--- src/rtl/util_pkg.sv ---
// -----------------------------------------------------------------------------
// util_pkg
//   Shared helpers for the datapath blocks of this codebase.
//   beat_w(ratio): width of a beat index that counts 0..ratio-1. It is never
//   narrower than one bit, so a ratio of 1 still gets a legal (constant-zero)
//   counter.
// -----------------------------------------------------------------------------
package util_pkg;

  function automatic int beat_w(input int ratio);
    return (ratio > 1) ? $clog2(ratio) : 1;
  endfunction

endpackage

--- src/rtl/fifo_rd_serializer.sv ---
// -----------------------------------------------------------------------------
// fifo_rd_serializer
//   Drain side of a sync_fifo_data instance. Pops IN_WIDTH-bit words from the
//   FIFO read port and sends each one as RATIO beats of OUT_WIDTH bits on a
//   valid/ready stream, least-significant slice first. A new word is popped
//   on the same edge that accepts the last beat of the current one, so the
//   stream sustains one beat per cycle with no bubble between words.
//
// Ports
//   clock         in   1          rising-edge clock
//   rstn          in   1          asynchronous reset, active-low
//   fifo_empty    in   1          FIFO empty flag
//   fifo_rd_data  in   IN_WIDTH   FIFO head word (valid when !fifo_empty)
//   fifo_rd_en    out  1          pop request; FIFO head advances this edge
//   flush         in   1          synchronous drop of the buffered word
//   out_valid     out  1          beat valid
//   out_ready     in   1          downstream accepts the beat
//   out_data      out  OUT_WIDTH  current beat
//   out_last      out  1          final beat of the current word
//   busy          out  1          a word is buffered
//   word_cnt      out  CNT_W      words fully sent, wraps
// -----------------------------------------------------------------------------
module fifo_rd_serializer
  import util_pkg::*;
#(
  parameter int  IN_WIDTH  = 32,
  parameter int  RATIO     = 4,
  parameter int  CNT_W     = 16,
  localparam int OUT_WIDTH = IN_WIDTH / RATIO
) (
  input  logic                 clock,
  input  logic                 rstn,
  input  logic                 fifo_empty,
  input  logic [IN_WIDTH-1:0]  fifo_rd_data,
  output logic                 fifo_rd_en,
  input  logic                 flush,
  output logic                 out_valid,
  input  logic                 out_ready,
  output logic [OUT_WIDTH-1:0] out_data,
  output logic                 out_last,
  output logic                 busy,
  output logic [CNT_W-1:0]     word_cnt
);

  localparam int                BEAT_W    = beat_w(RATIO);
  localparam logic [BEAT_W-1:0] LAST_BEAT = BEAT_W'(RATIO - 1);

  if ((RATIO < 1) || ((IN_WIDTH % RATIO) != 0)) begin : g_bad_ratio
    $error("fifo_rd_serializer: IN_WIDTH must be a multiple of RATIO (RATIO >= 1)");
  end

  logic [IN_WIDTH-1:0] r_buf;
  logic                r_buf_vld;
  logic [BEAT_W-1:0]   r_beat;
  logic                r_run;
  logic [CNT_W-1:0]    r_word_cnt;

  logic w_on_last;
  logic w_hs;
  logic w_last_hs;

  // flush hides the buffered word from the stream, which also suppresses
  // any handshake in that cycle.
  assign out_valid = r_buf_vld & ~flush;
  assign w_on_last = (r_beat == LAST_BEAT);
  assign out_last  = out_valid & w_on_last;
  assign w_hs      = out_valid & out_ready;
  assign w_last_hs = w_hs & w_on_last;
  assign busy      = r_buf_vld;
  assign word_cnt  = r_word_cnt;

  // Refill either into an empty buffer or on the last handshake of the
  // current word (the back-to-back case). r_run keeps the pop off until one
  // clock after reset release, giving the FIFO time to come out of reset.
  assign fifo_rd_en = r_run & ~fifo_empty & ~flush & (~r_buf_vld | w_last_hs);

  if (RATIO == 1) begin : g_single
    assign out_data = r_buf;
  end else begin : g_slices
    logic [RATIO-1:0][OUT_WIDTH-1:0] w_slices;
    assign w_slices = r_buf;
    assign out_data = w_slices[r_beat];
  end

  // NOTE: state is updated with non-blocking assignments only, so every
  // branch below sees the pre-edge values of r_buf_vld/r_beat regardless of
  // statement order. The data buffer is reset too, because out_data must read
  // zero during and after reset rather than stale or unknown data.
  always_ff @(posedge clock or negedge rstn) begin
    if (!rstn) begin
      r_buf      <= '0;
      r_buf_vld  <= 1'b0;
      r_beat     <= '0;
      r_run      <= 1'b0;
      r_word_cnt <= '0;
    end else begin
      r_run <= 1'b1;

      if (flush) begin
        r_buf_vld <= 1'b0;
        r_beat    <= '0;
      end else if (fifo_rd_en) begin
        r_buf     <= fifo_rd_data;
        r_buf_vld <= 1'b1;
        r_beat    <= '0;
      end else if (w_last_hs) begin
        r_buf_vld <= 1'b0;
        r_beat    <= '0;
      end else if (w_hs) begin
        r_beat <= r_beat + BEAT_W'(1);
      end

      // Counts completed words only; a flushed partial word is not counted
      // and flush never clears the count.
      if (w_last_hs) begin
        r_word_cnt <= r_word_cnt + CNT_W'(1);
      end
    end
  end

endmodule

--- config.mk ---
export PLATFORM = sky130hd
export DESIGN_NAME = fifo_rd_serializer
export DESIGN_NICKNAME = d
export VERILOG_FILES = /design/src/rtl/util_pkg.sv /design/src/rtl/fifo_rd_serializer.sv
export SDC_FILE = /design/constraint.sdc
export NUM_CORES = 1
export LEC_CHECK = 0
export ABC_AREA = 1
export CAP_MARGIN = 10
export CORE_AREA = 2 2 74 76
export CTS_BUF_LIST = sky130_fd_sc_hd__clkbuf_16
export DETAILED_ROUTE_END_ITERATION = 12
export DIE_AREA = 0 0 76 78
export HOLD_SLACK_MARGIN = 0.02
export PLACE_DENSITY = 0.79
export SETUP_SLACK_MARGIN = 0.3
export SLEW_MARGIN = 20
export SYNTH_ARGS = -nofsm -noshare
export SYNTH_HDL_FRONTEND = slang
export SYNTH_SLANG_ARGS = --single-unit
--- constraint.sdc ---
create_clock -name clock -period 4.6 [get_ports clock]
set_input_delay 0.69 -clock clock [delete_from_list [all_inputs] [get_ports clock]]
set_output_delay 0.69 -clock clock [all_outputs]
set_load 0.1 [all_outputs]
==> results.toml, run 1 <==
[synthesis]
synth_common_cells = "nand2_1 (133), dfrtp_1 (52), nor2_1 (35)"
synth.distinct_cells = 21
syn-cell-area_um2 = 2470
yosysMostFrequentCell = "nand2_1"
synth_top_area_share_pct = 52.6
synth_top_family_by_area = "simple AND/OR/NAND/NOR gates"
yosysWarnings = 0
mappedNetlistNets = 352
synth_xor_area_share_pct = 3.54
syn_inst = 313
synth_compound_area_share_pct = 6.88
synthMuxAreaShare_pct = 0
synthAdderAreaFrac_pct = 1.01
synth_simple_gate_area_share_pct = 30.0
ys_async_sr_fraction_pct = 100
yosys_most_used_dff = "dfrtp_1"
synth_area_leaders = "dfrtp_1 (53%), nand2_1 (20%), nor2_1 (5.3%)"
yosysSeqAreaShare_pct = 52.6
synth-edff-count = 0
synth_seq_cells = 52
syn_avg_cell_area_um2 = 7.90
yosysTopAreaCell = "dfrtp_1"

[timing]
period_share_pct = 77.5
drv_slew = 0
tightest_slew_ps = 989
clock.fmax_mhz = 281
finalCriticalPeriod_ps = 3570
relSlewSlack_pct = 33.9
skew_ps = 3.37
tns_ps = 0
setup_viol = 0
hold_viol = 0
rsz0062_at_grt = "false"

[clock_tree]
htreeDepth = 2
clockBufferDepth = 2
cts_tree = "built"
cts_setup_buffers = 0
ctsHoldBuffers = 0
cts_resized = 0
clock_latency_ps = 280
clkTransAtPathRegs_ps = 60
cts_root_buf = "clkbuf_16"
cts_num_sinks = 52
numCtsBuffers = 5

[floorplanning]
die-area_um2 = 5930
ios = 65
initial_core_util_pct = 49.1
die_w_um = 76
die_height_um = 78
design.core.area_um2 = 5040
rows = 26

[detailed_routing]
drcViolationCount = 0
first_pass_iters = 4
routed_wl_mm = 5.57
num_vias = 2210
viasPerCell = 4.94
antenna_left = 0
detail_route.wl_per_cell_um = 12.5
drt_iter0_markers = 123

[critical_path]
crit_type = "reg2out"
cp.arrival_ps = 2880
cp_max_fo = 18
cp_slowest_cell = "clkdlybuf4s50_1"
crit_chain = "inv_1, o21ai_0, o22ai_1, clkdlybuf4s50_1"
cp_num_cells = 4
crit_family = "buffers and inverters"
crit_buf_inv = 2
reg2regPathDepth = 7
cp.required_ps = 3910
start_kind = "flip-flop"
endpoint_kind = "output port"
critPathMaxStageDelay_ps = 1180

[final_layout]
post-route-util_pct = 65.1
fin_nets = 416
drive_above_1_share_pct = 3.45
area_growth_pct = 32.7
insertedDiodeCount = 0

[global_route]
grt_max_degree = 53
antenna_found_initial = 0
grt_pass1_vias = 2265
grt_use_total_pct = 20.4
grt_pass1_wl_mm = 9.86
gr-total-overflow = 0

[min_path]
hp-class = "reg2reg"
worstHoldPathCells = 2

[job]
drv_cap = 0

[power_and_ir_drop]
ir_worst_vdd_uv = 247
leakagePower_nw = 1.62
power.density_nw_per_um2 = 363

[outcome]
outcome = "finished clean"

[placement]
hpwl_mm = 4.01
io_buffers = 64
place_congestion = 0.824
[layout by cell type, fill, tap and decap left out, types with 2 or more instances in the layout]
master,Yosys,routed
o22ai_1,8,8
clkbuf_16,0,5
nand2_1,133,133
nand3_1,9,9
nor2_1,35,35
dfrtp_1,52,52
nand4_1,3,3
inv_1,21,21
xnor2_1,3,3
xor2_1,7,7
o21ai_0,23,23
clkdlybuf4s50_1,0,62
ha_1,2,2
nor3_1,2,2
clkinv_1,0,2
buf_4,0,3
[registers in the layout, indices dropped and copies added (netlist names)]
signal             flops
r_beat                 2
r_run                  1
busy                   1
g_slices.w_slices     32
word_cnt              16
[routing by layer]
layer / vias to the layer above / GRT usage (%) / share of wire, %
met5: - / 0 / 0
met4: 0 / 4.73 / 0.65
met3: 5 / 4.53 / 4.4
met2: 66 / 38.5 / 52
met1: 1037 / 23.6 / 43
li1: 1102 / - / -
[worst reg2reg max path, stage by stage (launching register included)]
cell,delay (ps)
dfrtp_1,580
ha_1,350
nand4_4,140
nand2_1,80
nand3_2,90
clkinv_2,360
nand2_1,200
nand2_1,70
[path summary, 6_finish.rpt]
path / startpoint / slack [ps] / end
hold / removal: g_slices.w_slices[29]$_DFFE_PN0P_ / 480 / g_slices.w_slices[29]$_DFFE_PN0P_
hold reg to reg: g_slices.w_slices[29]$_DFFE_PN0P_ / 480 / g_slices.w_slices[29]$_DFFE_PN0P_
setup / recovery: r_beat[0]$_DFFE_PN0P_ / 1030 / out_data[0]
min in group asynchronous: rstn / 520 / busy$_DFFE_PN0P_
max in group asynchronous: rstn / 3660 / g_slices.w_slices[1]$_DFFE_PN0P_
setup reg to reg: r_beat[0]$_DFFE_PN0P_ / 2620 / g_slices.w_slices[4]$_DFFE_PN0P_
[per-stage QoR]
stage | hold slack [ps] | instance area [um^2] | setup WS (ps) | power, mW | std cells
3_3_place_gp | 459 | 3150 | 1310 | 0.847 | 440
2_1_floorplan | 394 | 2470 | 1470 | 0.756 | 313
3_5_place_dp | 465 | 3150 | 1290 | 0.854 | 440
6_report | 476 | 3280 | 1030 | 1.19 | 447
4_1_cts | 481 | 3280 | 1020 | 1.20 | 447
5_1_grt | 500 | 3280 | 884 | 1.25 | 447
[where the power goes]
group / switching, mW / internal, mW / leakage, nW
logic: 0.206 / 0.0918 / 0.896
registers: 0.0333 / 0.514 / 0.655
clock network: 0.152 / 0.195 / 0.0648
total: 0.391 / 0.801 / 1.62
[cell type report]
cell class / instances / area (um^2)
fillers: 456 / 1760
flip-flops and latches: 52 / 1300
multi-input cells: 230 / 1030
repair buffers: 66 / 648
clock buffers: 5 / 125
well taps: 70 / 87.6
inverters: 22 / 83.8
clock inverters: 2 / 7.51
[kinds of logic (layout without fill, tap and decap cells)]
group,Yosys count,in the layout
and+or+nand+nor,185,185
adders and majority gates,2,2
buffers and inverters,31,95
xor gates and xnor gates,10,10
AOI/OAI and AO/OA,32,32
other,1,1
DFF,52,52
Note: power is estimated with default switching activity, not from simulation.
==> run 2: changes to the inputs <==
Settings changed: CORE_AREA 2 2 74 76 to 2 2 78 80, DIE_AREA 0 0 76 78 to 0 0 80 82, PLACE_DENSITY 0.79 to 0.74.
Clock period 4.6 ns to 3.1 ns, I/O delays scaled along.
==> results.toml, run 2 (synthesis results as in run 1) <==
[outcome]
outcome = "finished clean"

[detailed_routing]
detail_route.wl_per_cell_um = 12.6
drcViolationCount = 0
num_vias = 2215
drt_iter0_markers = 84
first_pass_iters = 4
antenna_left = 0
viasPerCell = 4.87
routed_wl_mm = 5.74

[critical_path]
cp_max_fo = 18
rrSetupSlack_ps = 1250
start_kind = "flip-flop"
reg2regPathDepth = 8
cpMostUsedCell = "buf_4"
cp_slowest_cell = "dfrtp_1"
r2r_end = "g_slices.w_slices[7]$_DFFE_PN0P_"
crit_buf_inv = 3
r2r_start = "r_beat[1]$_DFFE_PN0P_"
endpoint_kind = "output port"
crit_chain = "buf_4, inv_1, o21ai_0, o22ai_2, buf_4"
crit_type = "reg2out"
cp.arrival_ps = 1950
crit_family = "buffers and inverters"
cp.required_ps = 2630
critPathMaxStageDelay_ps = 390

[floorplanning]
ios = 65
design.core.area_um2 = 5750
die_height_um = 82
initial_core_util_pct = 43.1
rows = 28
die_w_um = 80
die-area_um2 = 6560

[timing]
relSlewSlack_pct = 42.8
rsz0062_at_grt = "false"
hold_viol = 0
setup_viol = 0
drv_slew = 0
tns_ps = 0
skew_ps = 4.40
clock.fmax_mhz = 414
tightest_slew_ps = 858
finalCriticalPeriod_ps = 2410
period_share_pct = 77.8

[global_route]
grt_use_total_pct = 19.2
antenna_found_initial = 0
gr-total-overflow = 0
grt_max_degree = 39
grt_pass1_wl_mm = 9.75
grt_pass1_vias = 2163

[power_and_ir_drop]
swShare_pct = 31.9
p_clk_share_pct = 32.7
leakagePower_nw = 1.70
pwr-share-seq_pct = 43.2
internal_power_mw = 1.28
power.density_nw_per_um2 = 564
power.switching_uw = 598
power_frac_comb_pct = 24.1
ir_worst_vdd_uv = 325

[placement]
hpwl_mm = 4.12
place_area_um2 = 3170
io_buffers = 64
place_congestion = 0.885

[clock_tree]
cts_tree = "built"
numCtsBuffers = 5
cts_root_buf = "clkbuf_16"
clock_latency_ps = 290
cts_resized = 0
cts_setup_buffers = 0
clkTransAtPathRegs_ps = 70
clockBufferDepth = 2
htreeDepth = 2
ctsHoldBuffers = 0
cts_num_sinks = 52

[final_layout]
final_common_cell = "nand2_1"
fin_nets = 418
layout_common_cells = "nand2_1 (133), dfrtp_1 (52), nor2_1 (35), clkdlybuf4s50_1 (35), buf_4 (31)"
drive_above_1_share_pct = 13.4
area_growth_pct = 34.5
insertedDiodeCount = 0
finalInstanceArea_um2 = 3330
largest_reg_flops = 32

[min_path]
hp-class = "in2async"

[job]
drv_cap = 0
## run 2: layout make-up
| cell class | instances | area (um^2) |
|---|---|---|
| tap | 75 | 93.8 |
| inverter | 22 | 83.8 |
| clock inverter | 3 | 37.5 |
| fill | 549 | 2420 |
| timing repair buffer | 68 | 608 |
| sequential | 52 | 1300 |
| multi-input combinational | 230 | 1080 |
| clock buffer | 5 | 125 |
## run 2: metal layers
metal | up-vias | GRT usage, % | wire length, um
li1 | 1108 | - | -
met1 | 1036 | 24.3 | 2520
met2 | 63 | 32.9 | 2800
met3 | 8 | 4.07 | 329
met4 | 0 | 6.61 | 85
met5 | - | 0 | 0
## run 2: worst max path at each step
| stage | startpoint | end | depth (start not counted) |
|---|---|---|---|
| floorplan | busy$_DFFE_PN0P_ | fifo_rd_en | 5 |
| global placement | out_ready | fifo_rd_en | 6 |
| detailed placement | out_ready | fifo_rd_en | 6 |
| CTS | r_beat[0]$_DFFE_PN0P_ | out_data[2] | 5 |
| global route | r_beat[0]$_DFFE_PN0P_ | out_data[5] | 5 |
| finish | r_beat[0]$_DFFE_PN0P_ | out_data[2] | 5 |
## run 2: metrics by stage
step / utilization [%] / hold slack [ps] / power, mW / std cells / worst slack [ps]
floorplan: - / 169 / 1.14 / 313 / 739
CTS: 57.9 / 308 / 1.89 / 455 / 693
global route: 57.9 / 363 / 1.96 / 455 / 560
detailed placement: 55.1 / 461 / 1.28 / 447 / 953
global placement: 55.1 / 461 / 1.27 / 447 / 978
finish: 57.9 / 287 / 1.88 / 455 / 687
## run 2: power by group through the flow
stage,logic (mW),registers [mW],clock network [mW]
5_1_grt,0.487,0.823,0.647
3_3_place_gp,0.450,0.821,0
6_report,0.453,0.810,0.613
2_1_floorplan,0.320,0.817,0
4_1_cts,0.457,0.811,0.622
3_5_place_dp,0.457,0.822,0
==> run 3: changes to the inputs <==
Clock period 3.1 ns to 2 ns, I/O delays scaled along.
==> results.toml, run 3 (synthesis results as in run 1) <==
[final_layout]
n_fill_cell = 442
largest_reg_flops = 32
fin_nets = 431
post-route-util_pct = 66.4
drive_above_1_share_pct = 25.7
finalInstanceArea_um2 = 3810
multiInputGateArea_um2 = 1260
insertedDiodeCount = 0
regArea_um2 = 1330
final_common_cell = "nand2_1"
layout_common_cells = "nand2_1 (132), dfrtp_1 (38), clkdlybuf4s50_1 (35)"
area_growth_pct = 54.2

[power_and_ir_drop]
ir_worst_vdd_uv = 411
leakagePower_nw = 1.81
pwr-share-seq_pct = 40.9
internal_power_mw = 2.13
swShare_pct = 32.3
power.switching_mw = 1.02
power.density_nw_per_um2 = 825
power_frac_comb_pct = 28.8
p_clk_share_pct = 30.2
finalPower_mw = 3.15

[clock_tree]
cts_tree = "built"
clock_latency_ps = 290
htreeDepth = 2
clockBufferDepth = 2
cts_num_sinks = 52
ctsHoldBuffers = 0
clkTransAtPathRegs_ps = 70
cts_root_buf = "clkbuf_16"
numCtsBuffers = 5

[outcome]
outcome = "finished clean"

[timing]
hold_viol = 0
tns_ps = 0
setup_viol = 0
finalCriticalPeriod_ps = 1820
setup_slack_ps = 183
clock.fmax_mhz = 550
drv_slew = 0
relSlewSlack_pct = 60.0
period_share_pct = 90.8
rsz0062_at_grt = "true"
tightest_slew_ps = 600
skew_ps = 10.3

[floorplanning]
die_height_um = 82
ios = 65
design.core.area_um2 = 5750
initial_core_util_pct = 43.1
die_w_um = 80
die-area_um2 = 6560
rows = 28

[detailed_routing]
num_vias = 2303
first_pass_iters = 4
drcViolationCount = 0
drt_iter0_markers = 134
routed_wl_mm = 6.53
antenna_left = 0
detail_route.wl_per_cell_um = 14.0
viasPerCell = 4.92

[critical_path]
rrSetupSlack_ps = 420
r2r_end = "r_beat[0]$_DFFE_PN0P_"
cp.required_ps = 1700
endpoint_kind = "output port"
reg2regPathDepth = 8
r2r_start = "r_beat[0]$_DFFE_PN0P_"
cp.arrival_ps = 1520
cp_max_fo = 6
crit_type = "reg2out"
start_kind = "flip-flop"

[placement]
place_area_um2 = 3420
post-place-ws_ps = 121
io_buffers = 64
hpwl_mm = 4.33
place_congestion = 0.829

[global_route]
gr-total-overflow = 0
grt_pass1_wl_mm = 10.5
grt_pass1_vias = 2315
grt_use_total_pct = 20.5
grt_max_degree = 35
antenna_found_initial = 0

[job]
drv_cap = 0

[min_path]
hp-class = "in2async"
[run 3: power by group through the flow]
stage / registers (mW) / clock network (mW) / logic, mW
after floorplan: 1.27 / 0 / 0.543
after global placement: 1.28 / 0 / 0.860
after detailed placement: 1.28 / 0 / 0.872
after CTS: 1.28 / 0.968 / 0.904
after global routing: 1.30 / 1.01 / 0.959
final: 1.29 / 0.951 / 0.908
[run 3: final cells by class]
cell class	count	share of cell area, %
Clock buffer	5	3.28
Clock inverter	3	1.02
Inverter	22	2.49
Multi-Input combinational cell	230	33.1
Sequential cell	52	34.8
Tap cell	75	2.46
Timing Repair Buffer	81	22.8
[run 3: stage by stage]
stage | instances | hold WS, ps
3_5_place_dp | 449 | 333
3_3_place_gp | 449 | 322
5_1_grt | 468 | 64.1
2_1_floorplan | 313 | 4.41
4_1_cts | 467 | 25.7
6_report | 468 | 16.5
[run 3: worst max-delay path, stage by stage, from the launching register on]
cell and delay (ps):
dfrtp_2 460, clkinvlp_4 160, buf_6 150, nor2_1 190, o22ai_4 100, buf_12 170
[run 3: timing repair]
action / in CTS / in global routing
resized for setup: 40 / 12
buffers inserted: 10 / 1
endpoints found under the setup margin: 49 / 16
pin swaps: 3 / 2
[run 3: per-layer routing]
| layer | GRT usage [%] | share of wire (%) | wire (um) | vias to the layer above |
|---|---|---|---|---|
| li1 | - | - | - | 1133 |
| met1 | 24.5 | 42 | 2740 | 1103 |
| met2 | 37.8 | 52 | 3390 | 59 |
| met3 | 3.85 | 4.8 | 313 | 8 |
| met4 | 5.59 | 1.3 | 86 | 0 |
| met5 | 0 | 0 | 0 | - |
[run 3: how the worst max path moves through the flow]
stage	start	endpoint	slack, ps	cells after the start
after floorplan	r_beat[0]$_DFFE_PN0P_	out_data[6]	220	4
after global placement	out_ready	word_cnt[13]$_DFFE_PN0P_	130	6
after detailed placement	out_ready	word_cnt[13]$_DFFE_PN0P_	120	6
after CTS	r_beat[0]$_DFFE_PN0P_	out_data[0]	190	6
after global routing	r_beat[0]$_DFFE_PN0P_	out_data[0]	120	6
final	r_beat[0]$_DFFE_PN0P_	out_data[4]	180	5
